<file path="config.mk">
export PLATFORM = sky130hd
export DESIGN_NAME = seven_seg_scanner
export DESIGN_NICKNAME = d
export VERILOG_FILES = /design/src/rtl/seven_seg_scanner.sv
export SDC_FILE = /design/constraint.sdc
export NUM_CORES = 1
export LEC_CHECK = 0
export ABC_CLOCK_PERIOD_IN_PS = 5750
export BUFFER_PORTS_ARGS = -buffer_cell sky130_fd_sc_hd__buf_2
export CAP_MARGIN = 20
export CORE_UTILIZATION = 55
export CTS_CLUSTER_DIAMETER = 80
export DETAILED_ROUTE_END_ITERATION = 10
export MAX_ROUTING_LAYER = met4
export PLACE_DENSITY_LB_ADDON = 0.25
export SLEW_MARGIN = 10
export SYNTH_ARGS = -nofsm -noshare
export SYNTH_HDL_FRONTEND = slang
export SYNTH_SLANG_ARGS = --single-unit
export TNS_END_PERCENT = 30
</file>
<file path="constraint.sdc">
create_clock -name clk -period 5.75 [get_ports clk]
set_clock_uncertainty 0.1 [all_clocks]
set_input_delay 0.2875 -clock clk [delete_from_list [all_inputs] [get_ports clk]]
set_output_delay 0.2875 -clock clk [all_outputs]
set_load 0.005 [all_outputs]
</file>
<file path="src/rtl/seven_seg_scanner.sv">
// seven_seg_scanner: time-multiplexed common-anode 4-digit hex display driver with per-frame input snapshot.
// Optional macro LEADING_ZERO_BLANK_EN: suppress leading zero digits 3..1 (digit 0 always shown).
module seven_seg_scanner #(
    parameter int unsigned SLOT_CYCLES = 50000,
    parameter int unsigned DEADTIME    = 500
) (
    input  logic        clk,
    input  logic        reset,
    input  logic [15:0] digits_in,
    input  logic [3:0]  digit_en,
    input  logic [3:0]  dp_in,
    output logic [3:0]  an,
    output logic [6:0]  seg,
    output logic        dp,
    output logic        frame_done
);

    localparam int unsigned CNT_W = (SLOT_CYCLES > 2) ? $clog2(SLOT_CYCLES) : 1;
    localparam logic [CNT_W-1:0] DEAD_LAST = CNT_W'(DEADTIME - 1);
    localparam logic [CNT_W-1:0] SLOT_LAST = CNT_W'(SLOT_CYCLES - 1);

    typedef enum logic {
        BLANK = 1'b0,
        DRIVE = 1'b1
    } state_t;

    state_t           state;
    state_t           state_nxt;
    logic [CNT_W-1:0] slot_cnt;
    logic [CNT_W-1:0] slot_cnt_nxt;
    logic [1:0]       idx;
    logic [1:0]       idx_nxt;
    logic [15:0]      snap_digits;
    logic [15:0]      snap_digits_nxt;
    logic [3:0]       snap_en;
    logic [3:0]       snap_en_nxt;
    logic [3:0]       snap_dp;
    logic [3:0]       snap_dp_nxt;
    logic             frame_done_nxt;
    logic [3:0]       show_en;
    logic [3:0]       nibble;
    logic [3:0]       an_nxt;
    logic [6:0]       seg_nxt;
    logic             dp_nxt;

    // Active-low segment pattern {g,f,e,d,c,b,a}
    function automatic logic [6:0] hex_decode(input logic [3:0] v);
        logic [6:0] s;
        case (v)
            4'h0:    s = 7'b1000000;
            4'h1:    s = 7'b1111001;
            4'h2:    s = 7'b0100100;
            4'h3:    s = 7'b0110000;
            4'h4:    s = 7'b0011001;
            4'h5:    s = 7'b0010010;
            4'h6:    s = 7'b0000010;
            4'h7:    s = 7'b1111000;
            4'h8:    s = 7'b0000000;
            4'h9:    s = 7'b0010000;
            4'hA:    s = 7'b0001000;
            4'hB:    s = 7'b0000011;
            4'hC:    s = 7'b1000110;
            4'hD:    s = 7'b0100001;
            4'hE:    s = 7'b0000110;
            default: s = 7'b0001110;
        endcase
        return s;
    endfunction

    // Slot sequencing, digit advance and frame-start snapshot
    always_comb begin
        state_nxt       = state;
        slot_cnt_nxt    = slot_cnt + CNT_W'(1);
        idx_nxt         = idx;
        frame_done_nxt  = 1'b0;
        snap_digits_nxt = snap_digits;
        snap_en_nxt     = snap_en;
        snap_dp_nxt     = snap_dp;

        if (state == BLANK && idx == 2'd0 && slot_cnt == '0) begin
            snap_digits_nxt = digits_in;
            snap_en_nxt     = digit_en;
            snap_dp_nxt     = dp_in;
        end

        if (state == BLANK) begin
            if (slot_cnt == DEAD_LAST) begin
                state_nxt = DRIVE;
            end
        end else begin
            if (slot_cnt == SLOT_LAST) begin
                state_nxt      = BLANK;
                slot_cnt_nxt   = '0;
                idx_nxt        = idx + 2'd1;
                frame_done_nxt = (idx == 2'd3);
            end
        end
    end

    // Per-digit visibility; the snapshot-next view keeps a DEADTIME of 1 coherent
    always_comb begin
        show_en = snap_en_nxt;
`ifdef LEADING_ZERO_BLANK_EN
        if (snap_digits_nxt[15:12] == 4'h0) begin
            show_en[3] = 1'b0;
        end
        if (snap_digits_nxt[11:8] == 4'h0 && !show_en[3]) begin
            show_en[2] = 1'b0;
        end
        if (snap_digits_nxt[7:4] == 4'h0 && !show_en[3] && !show_en[2]) begin
            show_en[1] = 1'b0;
        end
`endif
    end

    // Output decode for the upcoming cycle so an/seg/dp register together
    always_comb begin
        nibble  = snap_digits_nxt[{idx_nxt, 2'b00} +: 4];
        an_nxt  = 4'hF;
        seg_nxt = 7'h7F;
        dp_nxt  = 1'b1;
        if (state_nxt == DRIVE) begin
            seg_nxt = hex_decode(nibble);
            if (show_en[idx_nxt]) begin
                an_nxt = ~(4'b0001 << idx_nxt);
                dp_nxt = ~snap_dp_nxt[idx_nxt];
            end
        end
    end

    always_ff @(posedge clk or negedge reset) begin
        if (!reset) begin
            state       <= BLANK;
            slot_cnt    <= '0;
            idx         <= 2'd0;
            snap_digits <= 16'h0000;
            snap_en     <= 4'h0;
            snap_dp     <= 4'h0;
            an          <= 4'hF;
            seg         <= 7'h7F;
            dp          <= 1'b1;
            frame_done  <= 1'b0;
        end else begin
            state       <= state_nxt;
            slot_cnt    <= slot_cnt_nxt;
            idx         <= idx_nxt;
            snap_digits <= snap_digits_nxt;
            snap_en     <= snap_en_nxt;
            snap_dp     <= snap_dp_nxt;
            an          <= an_nxt;
            seg         <= seg_nxt;
            dp          <= dp_nxt;
            frame_done  <= frame_done_nxt;
        end
    end

endmodule

</file>
After elaboration in Yosys (flattened, before gate mapping). Memory sizes are Yosys's and may differ from the RTL's. Index checks and enable logic that the tools add are counted. W data, S select, Z words.

Register bits: 56. Memory bits (read-only): 112. Memories kept: 1.

Memories: (name not given) (depth 16, bits a word 7, rd ports 1, clocked after memory_dff 0, wr ports 0, line 49) `case (v)`.

Reductions and logical operators: 4. Bitwise logic cells: 3. Shift operators: 2. Order comparisons: 1. $add $sub $neg: 2. Muxes and demuxes: 21. Equal/unequal tests: 3.

Operators by type and width (count): $mux W16 (3); $add A16 B1 Y16 const B (1); $eq A16 B16 Y1 const B (1); $eq A16 B9 Y1 const B (1); $logic_not A16 Y1 (1); $mux W4 (4); $shiftx A16 B5 Y4 (1); $mux W1 (9); $mux W7 (1); $bmux W1 S2 (2); $mux W2 (2); $not A4 Y4 (1); $shl A1 B2 Y4 const A (1); $lt A2 B3 Y1 const B (1); $add A2 B1 Y2 const B (1); $eq A2 B2 Y1 const B (1); $logic_and A1 B1 Y1 (2); $logic_not A2 Y1 (1); $not A1 Y1 (2).

Depth between registers and ports, before layout. Gate-level depths: netlist of the first run.

Word-level depth: 9. Depth in mapped cells: 15. Mapped depth without buffers: 13.

Least setup slack after synthesis of the first run. Ideal clock, no wire load.

Path type: register to register. Start: register slot_cnt[3]. End: register seg[3]. Path buffers: 1. Required time: 5.570 ns. Arrival time: 3.163 ns. Cell stages (with the launch flop): 12. Slack: 2.407 ns. Clock period less this slack: 3.343 ns. Path through: dfrtp_1 or4_1 and4bb_4 nand2_4 buf_6 mux2_2 mux2_2 mux2i_4 inv_1 ha_1 mux4_2 nand2b_1.

Longest elaborated chain between the ends: 6. Elaborated cells between the ends (all ways): 13.

RTL lines: from (decl) (line 29) `logic [CNT_W-1:0] slot_cnt;`; from (signal assigned) (line 145) `slot_cnt <= slot_cnt_nxt;`; $logic_not A16 Y1 (line 80) `if (state == BLANK && idx == 2'd0 && slot_cnt == '0) begin`; $logic_and A1 B1 Y1 (line 80); $mux W16 (line 80); net snap_digits_nxt[12] (line 34) `logic [15:0] snap_digits_nxt;`; $shiftx A16 B5 Y4 (line 118) `nibble = snap_digits_nxt[{idx_nxt, 2'b00} +: 4];`; $mem_v2 Z16 W7; $mux W7 (line 122) `if (state_nxt == DRIVE) begin`; net seg_nxt[3] (line 43) `logic [6:0] seg_nxt;`; to (signal assigned) (line 151) `seg <= seg_nxt;`; to (decl) (line 13) `output logic [6:0] seg,`.

The timed path passes the listed nets, and every way through them passes these cells.

Final worst setup path of the first run.
Start: register slot_cnt[10]. End: register seg[3].

Longest elaborated chain between the ends: 6. Elaborated cells between the ends (all ways): 13.

RTL lines (line): $eq A16 B16 Y1 / $logic_not A16 Y1 (equally long branches) (91, 80); $mux W2 / $logic_and A1 B1 Y1 (equally long branches) (91, 80); $mux W2 / $mux W16 (equally long branches) (86, 80); $shiftx A16 B5 Y4 (118); $mem_v2 Z16 W7; $mux W7 * (122); net seg_nxt[3] (43).

Mark *: on every way through the listed nets, which the timed path passes. The rest lies on a longest branch.

==> results_dict.tcl, run 1 <==
set metrics [dict create \
    viasPerCell 5.48 \
    crit_chain "nor4_2, and2_1, a21oi_1, nor2_2, clkinv_1, mux2_2, mux2i_4, inv_1, ha_1, mux4_2, nand2b_1" \
    grt_max_degree 57 \
    synth_area_sq_um 2810 \
    synth_top_area_cell "dfrtp_1" \
    violations "hold timing" \
    layout_common_cells "44 x dfrtp_1, 38 x buf_2, 23 x mux2_2" \
    drc_errors 0 \
    finalSetupTns_ns 0 \
    critPathSlowestCell "mux4_2" \
    insertion_delay_ns 0.31 \
    max_cap_viol_count 0 \
    cp_max_fo 16 \
    finalHoldViolCount 11 \
    overflow 0 \
    place_hpwl_um 3860 \
    ys_seq_area_share_pct 50.4 \
    power_density_nw_per_um2 215 \
    power_frac_seq_pct 60.1 \
    ant_nets 0 \
    critPathKind "register to register" \
    arrival_ns 4.17 \
    synth_area_leaders "dfrtp_1 39%, dfstp_2 11%, mux2_2 9.2%" \
    worst_setup_path_end_kind "register" \
    die_area_sq_um 5390 \
    diodes 0 \
    outcome "finished, violations left" \
    io_pins 39 \
    layout-drive-gt1-share_pct 32.2 \
    n_fill_cell 401 \
    syn_nets 284 \
    fin_util_pct 65.0 \
    grt_pass1_vias 1931 \
    die_y_um 73.5 \
    grt_pass1_wl_um 8940 \
    numCtsBuffers 5 \
    clk_path_buf_depth 2 \
    path_clk_slew_ns 0.10 \
    cts_resized 0 \
    vdd_ir_drop_max_mv 0.139 \
    avgSynthCellArea_sq_um 11.3 \
    max-slew-margin-rel_pct 54.3 \
    clkPwrFrac_pct 33.1 \
    p_int_uw 521 \
    clock-sinks 56 \
    cts_root_buf "clkbuf_8" \
    yosys.area.top_type_share_pct 39.2 \
    hold_ws_ns -0.0196 \
    worst_pin_slew_ns 0.686 \
    period_needed_ns 4.03 \
    start_util_pct 58.3 \
    synth-seq-cells 56 \
    grt_usage_pct 22.9 \
    antenna_found_initial 0 \
    total_power_uw 673 \
    postCtsSetupBuffers 0 \
    finalNetCount 321 \
    slew_violations 0 \
    hp-class "primary input to async pin" \
    p_sw_uw 152 \
    htreeDepth 2 \
    rows 25 \
    synthToLayoutAreaGrowth_pct 11.5 \
    finalSetupViolations 0 \
    gp_congestion 0.837 \
    period_share_pct 70.1 \
    critPathMaxStageDelay_ns 0.47 \
    max_freq_mhz 248 \
    initialDrtViolationCount 62 \
    wl_per_cell_um 15.2 \
    wirelength_um 5350 \
    synth-async-reset-ratio_pct 100 \
    synth_cells 248 \
    io_buffers 38 \
    holdBufCountCts 0 \
    synth_enable_flop_cells 0 \
    final_common_cell "dfrtp_1" \
    p_comb_share_pct 6.8 \
    core_sq_um 4820 \
    start_kind "register" \
    yosysWarnings 0 \
    cp.required_ns 5.89 \
    rsz0062_at_grt "no" \
    p_leak_nw 1.42 \
    p_sw_share_pct 22.6 \
    routed-via-count 1934 \
    drt_first_pass_iters 4 \
    cts_tree "done" \
    die_w_um 73.5 \
    ys_types 48 \
    synthFlopType "dfrtp_1" \
]
==> area by class of cell <==
type | instances | area [sq um] | share of cell area [%]
flip-flops and latches | 56 | 1420 | 45.3
multi-input cells | 170 | 1290 | 41.2
repair buffers | 39 | 198 | 6.32
clock buffers | 7 | 86.3 | 2.76
well taps | 67 | 83.8 | 2.68
inverters | 13 | 48.8 | 1.56
clock inverters | 1 | 7.51 | 0.240
==> cells by family (layout without fill, tap and decap cells) <==
group                      count (synthesis)  in the layout  synth area share (%)
DFF                                       56             56                  50.4
and+or+nand+nor                           83             83                  15.6
buffers and inverters                     22             60                  3.65
AOI/OAI and AO/OA                         31             31                  7.67
adders and majority gates                 10             10                  4.46
xor gates and xnor gates                  14             14                  4.63
muxes                                     32             32                  13.5
==> layer usage <==
layer  global-route usage [%]  vias to the layer above  wire, um
met4                     8.33                        0        77
met5                        -                        -         0
li1                         -                      939         -
met3                     3.29                        8       182
met1                     28.4                      943      2510
met2                     38.1                       44      2590
==> cells in the mapped netlist, types with 2 or more instances <==
| cell type | count |
|---|---|
| dfrtp_1 | 44 |
| mux2_2 | 23 |
| nor2_1 | 19 |
| nand2_1 | 14 |
| dfstp_2 | 12 |
| nand3_1 | 12 |
| inv_1 | 11 |
| ha_1 | 10 |
| o211ai_1 | 9 |
| nor3_1 | 8 |
| o21ai_0 | 8 |
| xor2_1 | 8 |
| mux2i_1 | 6 |
| and3_1 | 5 |
| xnor2_1 | 5 |
| clkbuf_1 | 4 |
| nand4_1 | 4 |
| or3_1 | 4 |
| a21oi_1 | 3 |
| and2_1 | 3 |
| buf_4 | 3 |
| a31oi_1 | 2 |
| clkinv_1 | 2 |
| nor2_2 | 2 |
| nor2b_1 | 2 |
| o211a_1 | 2 |
| or2_2 | 2 |
==> power by group through the flow <==
stage / Clock [mW] / Combinational, mW / Sequential [mW]
3_5_place_dp: 0 / 0.0464 / 0.412
5_1_grt: 0.242 / 0.0516 / 0.406
6_report: 0.223 / 0.0459 / 0.405
3_3_place_gp: 0 / 0.0451 / 0.412
4_1_cts: 0.227 / 0.0466 / 0.405
2_1_floorplan: 0 / 0.0245 / 0.411
==> stage by stage <==
| step | std cells | area (sq um) | setup WS (ns) |
|---|---|---|---|
| detailed placement | 345 | 3040 | 1.75 |
| CTS | 353 | 3130 | 1.72 |
| floorplan | 248 | 2810 | 2.41 |
| finish | 353 | 3130 | 1.72 |
| global placement | 345 | 3040 | 1.90 |
| global route | 353 | 3130 | 1.47 |
==> state kept, by name, summed over array words and instances (netlist names) <==
register and cells:
snap_dp 4, snap_en 4, idx 2, snap_digits 16, an 4, frame_done 1, seg 7, slot_cnt 16
dp 1, state 1
==> path summary, 6_finish.rpt <==
path / startpoint / to / slack, ns / depth (start not counted)
setup / recovery: slot_cnt[10]$_DFF_PN0_ / seg[3]$_DFF_PN1_ / 1.72 / 11
setup reg to reg: slot_cnt[10]$_DFF_PN0_ / seg[3]$_DFF_PN1_ / 1.72 / 11
hold reg to reg: snap_digits[13]$_DFF_PN0_ / snap_digits[13]$_DFF_PN0_ / 0.41 / 1
max in group asynchronous: reset / snap_digits[6]$_DFF_PN0_ / 5.10 / 2
hold / removal: reset / slot_cnt[13]$_DFF_PN0_ / -0.02 / 2
min in group clk: dp_in[1] / snap_dp[1]$_DFF_PN0_ / 0.12 / 2
==> critical path, delay by kind of cell, from the launching register on <==
family,cells,cell delay (ns)
buf+inv,2,0.55
simple gates,4,1.16
fa+ha+maj,1,0.26
mux,3,1.20
compound gates,1,0.25
flops,1,0.43
Note: power is estimated with default switching activity, not from simulation.
==> run 2, diff against run 1 <==
--- a/config.mk
+++ b/config.mk
@@ -5,10 +5,11 @@
 export SDC_FILE = /design/constraint.sdc
 export NUM_CORES = 1
 export LEC_CHECK = 0
-export ABC_CLOCK_PERIOD_IN_PS = 5750
+export ABC_AREA = 1
+export ABC_CLOCK_PERIOD_IN_PS = 3400
 export BUFFER_PORTS_ARGS = -buffer_cell sky130_fd_sc_hd__buf_2
 export CAP_MARGIN = 20
-export CORE_UTILIZATION = 55
+export CORE_UTILIZATION = 52
 export CTS_CLUSTER_DIAMETER = 80
 export DETAILED_ROUTE_END_ITERATION = 10
 export MAX_ROUTING_LAYER = met4
==> constraint.sdc (replaced) <==
create_clock -name clk -period 3.4 [get_ports clk]
set_clock_uncertainty 0.1 [all_clocks]
set_input_delay 0.17 -clock clk [delete_from_list [all_inputs] [get_ports clk]]
set_output_delay 0.17 -clock clk [all_outputs]
set_load 0.005 [all_outputs]
==> run 2 against run 1 <==
The flow now finishes without violations. Final cell count grew 43%. Highest routed layer unchanged. Non-clock buffer count grew 2. Worst hold slack gained 0.033 ns. Sequential share of layout area shrank 5.0 points. Largest power group unchanged. Clock power grew 97%. Area after synthesis grew 12%. Flip-flop and latch count is the same. Cell area grew 13%. Global-route usage grew 0.93 points.
==> results_dict.tcl, run 2 <==
set metrics [dict create \
    cts_tree "done" \
    crit_start "idx[0]$_DFF_PN0_" \
    clock-sinks 56 \
    worst_pin_slew_ns 0.579 \
    worst_setup_path_end_kind "register" \
    hp-class "primary input to register" \
    synth_enable_flop_cells 0 \
    io_buffers 38 \
    synth-async-reset-ratio_pct 100 \
    wirelength_um 6560 \
    synth_common_cells "124 x nand2_1, 44 x dfrtp_1, 34 x inv_1, 34 x nor2_1, 33 x nand3_1" \
    place_hpwl_um 4860 \
    period_needed_ns 2.80 \
    layout_common_cells "124 x nand2_1, 44 x dfrtp_1, 38 x buf_2" \
    hold_ws_ns 0.0132 \
    reg2reg_from "idx[0]$_DFF_PN0_" \
    drc_errors 0 \
    insertion_delay_ns 0.31 \
    diodes 0 \
    n_fill_cell 519 \
    finalSetupTns_ns 0 \
    grt_usage_pct 23.8 \
    final_common_cell "nand2_1" \
    ys_seq_area_share_pct 45.0 \
    die_w_um 79.8 \
    start_kind "register" \
    synth_top_area_cell "dfrtp_1" \
    rsz0062_at_grt "no" \
    routed-via-count 2568 \
    overflow 0 \
    vdd_ir_drop_max_mv 0.153 \
    die_y_um 79.8 \
    top_regs "slot_cnt (16), snap_digits (16), seg (7)" \
    dpl_worst_slack_ns 0.634 \
    layout.cells.non_filler 504 \
    viasPerCell 5.10 \
    cts_root_buf "clkbuf_8" \
    finalSetupViolations 0 \
    fin_util_pct 62.0 \
    htreeDepth 2 \
    power_density_nw_per_um2 345 \
    period_share_pct 82.5 \
    synth_cells 388 \
    finalHoldViolCount 0 \
    synth_area_leaders "dfrtp_1 35%, nand2_1 15%, dfstp_2 10%" \
    ys_types 35 \
    cp_max_fo 25 \
    die_area_sq_um 6370 \
    placed_area_sq_um 3380 \
    ant_nets 0 \
    yosysMostFrequentCell "nand2_1" \
    arrival_ns 2.93 \
    slew_violations 0 \
    avgSynthCellArea_sq_um 8.11 \
    initialDrtViolationCount 192 \
    clk_path_buf_depth 2 \
    synthToLayoutAreaGrowth_pct 11.9 \
    antenna_found_initial 0 \
    max_freq_mhz 357 \
    fin_area_sq_um 3520 \
    gp_congestion 0.901 \
    critPathKind "register to register" \
    rows 27 \
    grt_pass1_wl_um 11400 \
    grt_max_degree 33 \
    path_clk_slew_ns 0.10 \
    placedCellCount 494 \
    min_from "digit_en[2]" \
    holdBufCountCts 2 \
    wl_per_cell_um 13.0 \
    yosysWarnings 0 \
    layout_setup_ws_ns 0.595 \
    grt_pass1_vias 2457 \
    max_cap_viol_count 0 \
    drt_first_pass_iters 4 \
    outcome "finished clean" \
    p_leak_nw 1.75 \
    numCtsBuffers 5 \
    total_power_mw 1.22 \
    max-slew-margin-rel_pct 61.4 \
    io_pins 39 \
    yosys.area.top_type_share_pct 35.0 \
    postCtsSetupBuffers 0 \
    cts_resized 0 \
    synth-seq-cells 56 \
    start_util_pct 55.4 \
    layout-drive-gt1-share_pct 25.7 \
    core_sq_um 5680 \
    finalNetCount 467 \
    cp.required_ns 3.52 \
    syn_nets 424 \
    synthFlopType "dfrtp_1" \
    synth_area_sq_um 3150 \
]
==> run 2: changes by cell type in the layout (fill, tap and decap cells not counted), moves of 6 or more <==
cell and change:
nor2_1 +15, nand3_2 +9, mux2_2 -23, inv_1 +23, nor2_2 +9, nand2_1 +110, nand3_1 +21, o211ai_1 -9
nand2_2 +11, mux2i_1 -6
==> run 2: power breakdown <==
| group | internal (mW) | switching (mW) |
|---|---|---|
| clock network | 0.222 | 0.218 |
| registers | 0.681 | 0.00349 |
| logic | 0.0336 | 0.0579 |
| total | 0.936 | 0.279 |
==> run 2: worst paths after layout <==
path,end,slack (ns),cells past startpoint
worst max-delay path,seg[0]$_DFF_PN1_,0.60,18
worst min-delay path,snap_en[2]$_DFF_PN0_,0.01,3
worst max register to register,seg[0]$_DFF_PN1_,0.60,18
worst min register to register,snap_digits[1]$_DFF_PN0_,0.39,2
max in group asynchronous,seg[2]$_DFF_PN1_,2.06,3
min in group asynchronous,slot_cnt[13]$_DFF_PN0_,0.28,2
==> run 2: layout make-up <==
type	count	area, sq um	share of cell area (%)
repair buffers	41	218	6.18
multi-input cells	286	1520	43.1
clock inverters	3	47.5	1.35
inverters	41	161	4.58
well taps	72	90.1	2.56
clock buffers	5	68.8	1.95
flip-flops and latches	56	1420	40.2
==> run 2: critical path, stage by stage (launching register included) <==
cell and delay, ns:
dfrtp_1 0.42, inv_1 0.10, ha_1 0.15, inv_1 0.04, nor2_1 0.10, nand3_2 0.09, nor2_4 0.23, nand2_4 0.23
inv_6 0.20, nand2_1 0.10, nand2_1 0.09, nand3_1 0.07, nand2_1 0.12, nor2_4 0.07, ha_1 0.23, inv_1 0.08
nand3_1 0.10, nand3_1 0.11, nand3_1 0.08
==> run 2: metal layers <==
metal  up-vias  global-route usage (%)  part of all wire [%]
li1       1318                       -                     -
met1      1188                    32.4                    51
met2        53                    36.6                    44
met3         9                    4.46                   3.7
met4         0                    6.61                   1.1
met5         -                       -                     0
==> run 2: logic make-up after synthesis <==
group	count (synthesis)	share of synthesized area, %
AOI/OAI and AO/OA	22	4.10
xor gates and xnor gates	4	1.11
adders and majority gates	10	3.98
buffers and inverters	46	6.72
DFF	56	45.0
and+or+nand+nor	250	39.1
==> run 3, diff against run 2 <==
--- a/config.mk
+++ b/config.mk
@@ -6,7 +6,7 @@
 export NUM_CORES = 1
 export LEC_CHECK = 0
 export ABC_AREA = 1
-export ABC_CLOCK_PERIOD_IN_PS = 3400
+export ABC_CLOCK_PERIOD_IN_PS = 2410
 export BUFFER_PORTS_ARGS = -buffer_cell sky130_fd_sc_hd__buf_2
 export CAP_MARGIN = 20
 export CORE_UTILIZATION = 52
==> constraint.sdc (replaced) <==
create_clock -name clk -period 2.41 [get_ports clk]
set_clock_uncertainty 0.1 [all_clocks]
set_input_delay 0.1205 -clock clk [delete_from_list [all_inputs] [get_ports clk]]
set_output_delay 0.1205 -clock clk [all_outputs]
set_load 0.005 [all_outputs]
==> run 3 against run 2 <==
The run now ends with setup timing left. Wire length rose by 28%. Core utilization is 11 points higher. Clock-buffer cell count did not move. Die area unchanged. Via count is 18% higher. Power up 47%. First-iteration DRC count up 77%. Flip-flop and latch count stayed put. Highest routed layer unchanged. Sequential share of layout area decreased by 6.2 points. Combinational power increased by 84%.
==> results_dict.tcl, run 3 (synthesis gave the netlist of run 2 again) <==
set metrics [dict create \
    wl_per_cell_um 14.9 \
    overflow 0 \
    dpl_worst_slack_ns -0.0671 \
    drt_first_pass_iters 5 \
    rsz0062_at_grt "yes" \
    clk_path_buf_depth 2 \
    path_clk_slew_ns 0.11 \
    reg2reg_slack_ns -0.04 \
    finalSetupTns_ns -0.117 \
    top_regs "slot_cnt (16), snap_digits (16), seg (7)" \
    worst_pin_slew_ns 0.722 \
    cp_max_fo 7 \
    period_needed_ns 2.45 \
    cts_tree "done" \
    slew_violations 0 \
    io_pins 39 \
    grt_pass1_vias 2797 \
    gp_congestion 0.918 \
    layout_common_cells "111 x nand2_1, 42 x dfrtp_1, 40 x buf_4" \
    fin_util_pct 73.4 \
    power_density_nw_per_um2 428 \
    n_fill_cell 421 \
    cts_root_buf "clkbuf_8" \
    io_buffers 38 \
    start_util_pct 55.4 \
    initialDrtViolationCount 339 \
    diodes 0 \
    violations "setup timing" \
    p_leak_nw 2.01 \
    numCtsBuffers 5 \
    antenna_found_initial 0 \
    start_kind "register" \
    die_w_um 79.8 \
    finalNetCount 524 \
    layout_setup_ws_ns -0.0420 \
    grt_usage_pct 27.6 \
    arrival_ns 2.61 \
    die_y_um 79.8 \
    insertion_delay_ns 0.32 \
    rows 27 \
    final_common_cell "nand2_1" \
    core_sq_um 5680 \
    viasPerCell 5.39 \
    outcome "finished, violations left" \
    hp-class "primary input to register" \
    max_cap_viol_count 0 \
    layout-drive-gt1-share_pct 37.6 \
    vdd_ir_drop_max_mv 0.295 \
    cp.required_ns 2.57 \
    place_hpwl_um 5610 \
    clock-sinks 56 \
    grt_pass1_wl_um 13200 \
    finalHoldViolCount 0 \
    wirelength_um 8390 \
    period_share_pct 102 \
    max_freq_mhz 408 \
    critPathKind "register to register" \
    drc_errors 0 \
    htreeDepth 2 \
    synthToLayoutAreaGrowth_pct 32.4 \
    max-slew-margin-rel_pct 51.9 \
    die_area_sq_um 6370 \
    ant_nets 0 \
    worst_setup_path_end_kind "register" \
    routed-via-count 3024 \
    finalSetupViolations 5 \
    grt_max_degree 34 \
]
run 3: per-layer routing:
layer	vias up	wire (um)	track usage, %
met1	1438	3660	37.1
met2	139	3980	42.7
met5	-	0	-
met4	0	228	9.64
met3	25	510	4.00
li1	1422	-	-
run 3: timing repair:
action	CTS	global route
setup endpoints to repair	5	12
pin swaps	6	8
resized for setup	10	44
hold buffers	17	0
buffers inserted	5	15
cloned	1	0
endpoints found under the hold margin	42	0
run 3: cell type report:
cell class | count | area, sq um | area share [%]
Timing Repair Buffer | 97 | 683 | 16.4
Clock buffer | 5 | 68.8 | 1.65
Multi-Input combinational cell | 287 | 1690 | 40.6
Clock inverter | 3 | 46.3 | 1.11
Sequential cell | 56 | 1420 | 34.0
Tap cell | 72 | 90.1 | 2.16
Inverter | 41 | 166 | 3.99
run 3: final timing paths:
check / end / depth (start not counted) / start
max: seg[3]$_DFF_PN1_ / 14 / slot_cnt[7]$_DFF_PN0_
min: snap_digits[7]$_DFF_PN0_ / 3 / digits_in[7]
max reg2reg: seg[3]$_DFF_PN1_ / 14 / slot_cnt[7]$_DFF_PN0_
min reg2reg: snap_digits[13]$_DFF_PN0_ / 2 / snap_digits[13]$_DFF_PN0_
max in group asynchronous: seg[4]$_DFF_PN1_ / 3 / reset
min in group asynchronous: slot_cnt[10]$_DFF_PN0_ / 2 / reset
run 3: metrics by stage:
stage / cells / cell area [sq um] / hold slack, ns / total power [mW]
2_1_floorplan: 388 / 3150 / -0.275 / 1.05
3_3_place_gp: 515 / 3540 / 0.112 / 1.11
3_5_place_dp: 515 / 3540 / 0.125 / 1.11
4_1_cts: 546 / 3910 / 0.00125 / 1.78
5_1_grt: 561 / 4170 / 0.00588 / 1.86
6_report: 561 / 4170 / 0.000710 / 1.78
run 3: power breakdown:
group	internal (mW)	leakage (nW)	total, mW	switching (mW)
Clock	0.314	0.0548	0.648	0.334
Combinational	0.0748	1.29	0.168	0.0937
Sequential	0.960	0.668	0.966	0.00608
Total	1.35	2.01	1.78	0.434
run 3: worst max-delay path, stage by stage (launching register included):
cell     delay (ns)
dfrtp_1        0.47
inv_1          0.09
nand2_1        0.12
nor2_4         0.16
nand3_4        0.13
nand2_4        0.11
nand2_8        0.09
buf_6          0.16
nand3_1        0.11
nand2_2        0.08
nor2_4         0.23
ha_1           0.31
nand2_1        0.08
nand3_1        0.06
nand3_1        0.09
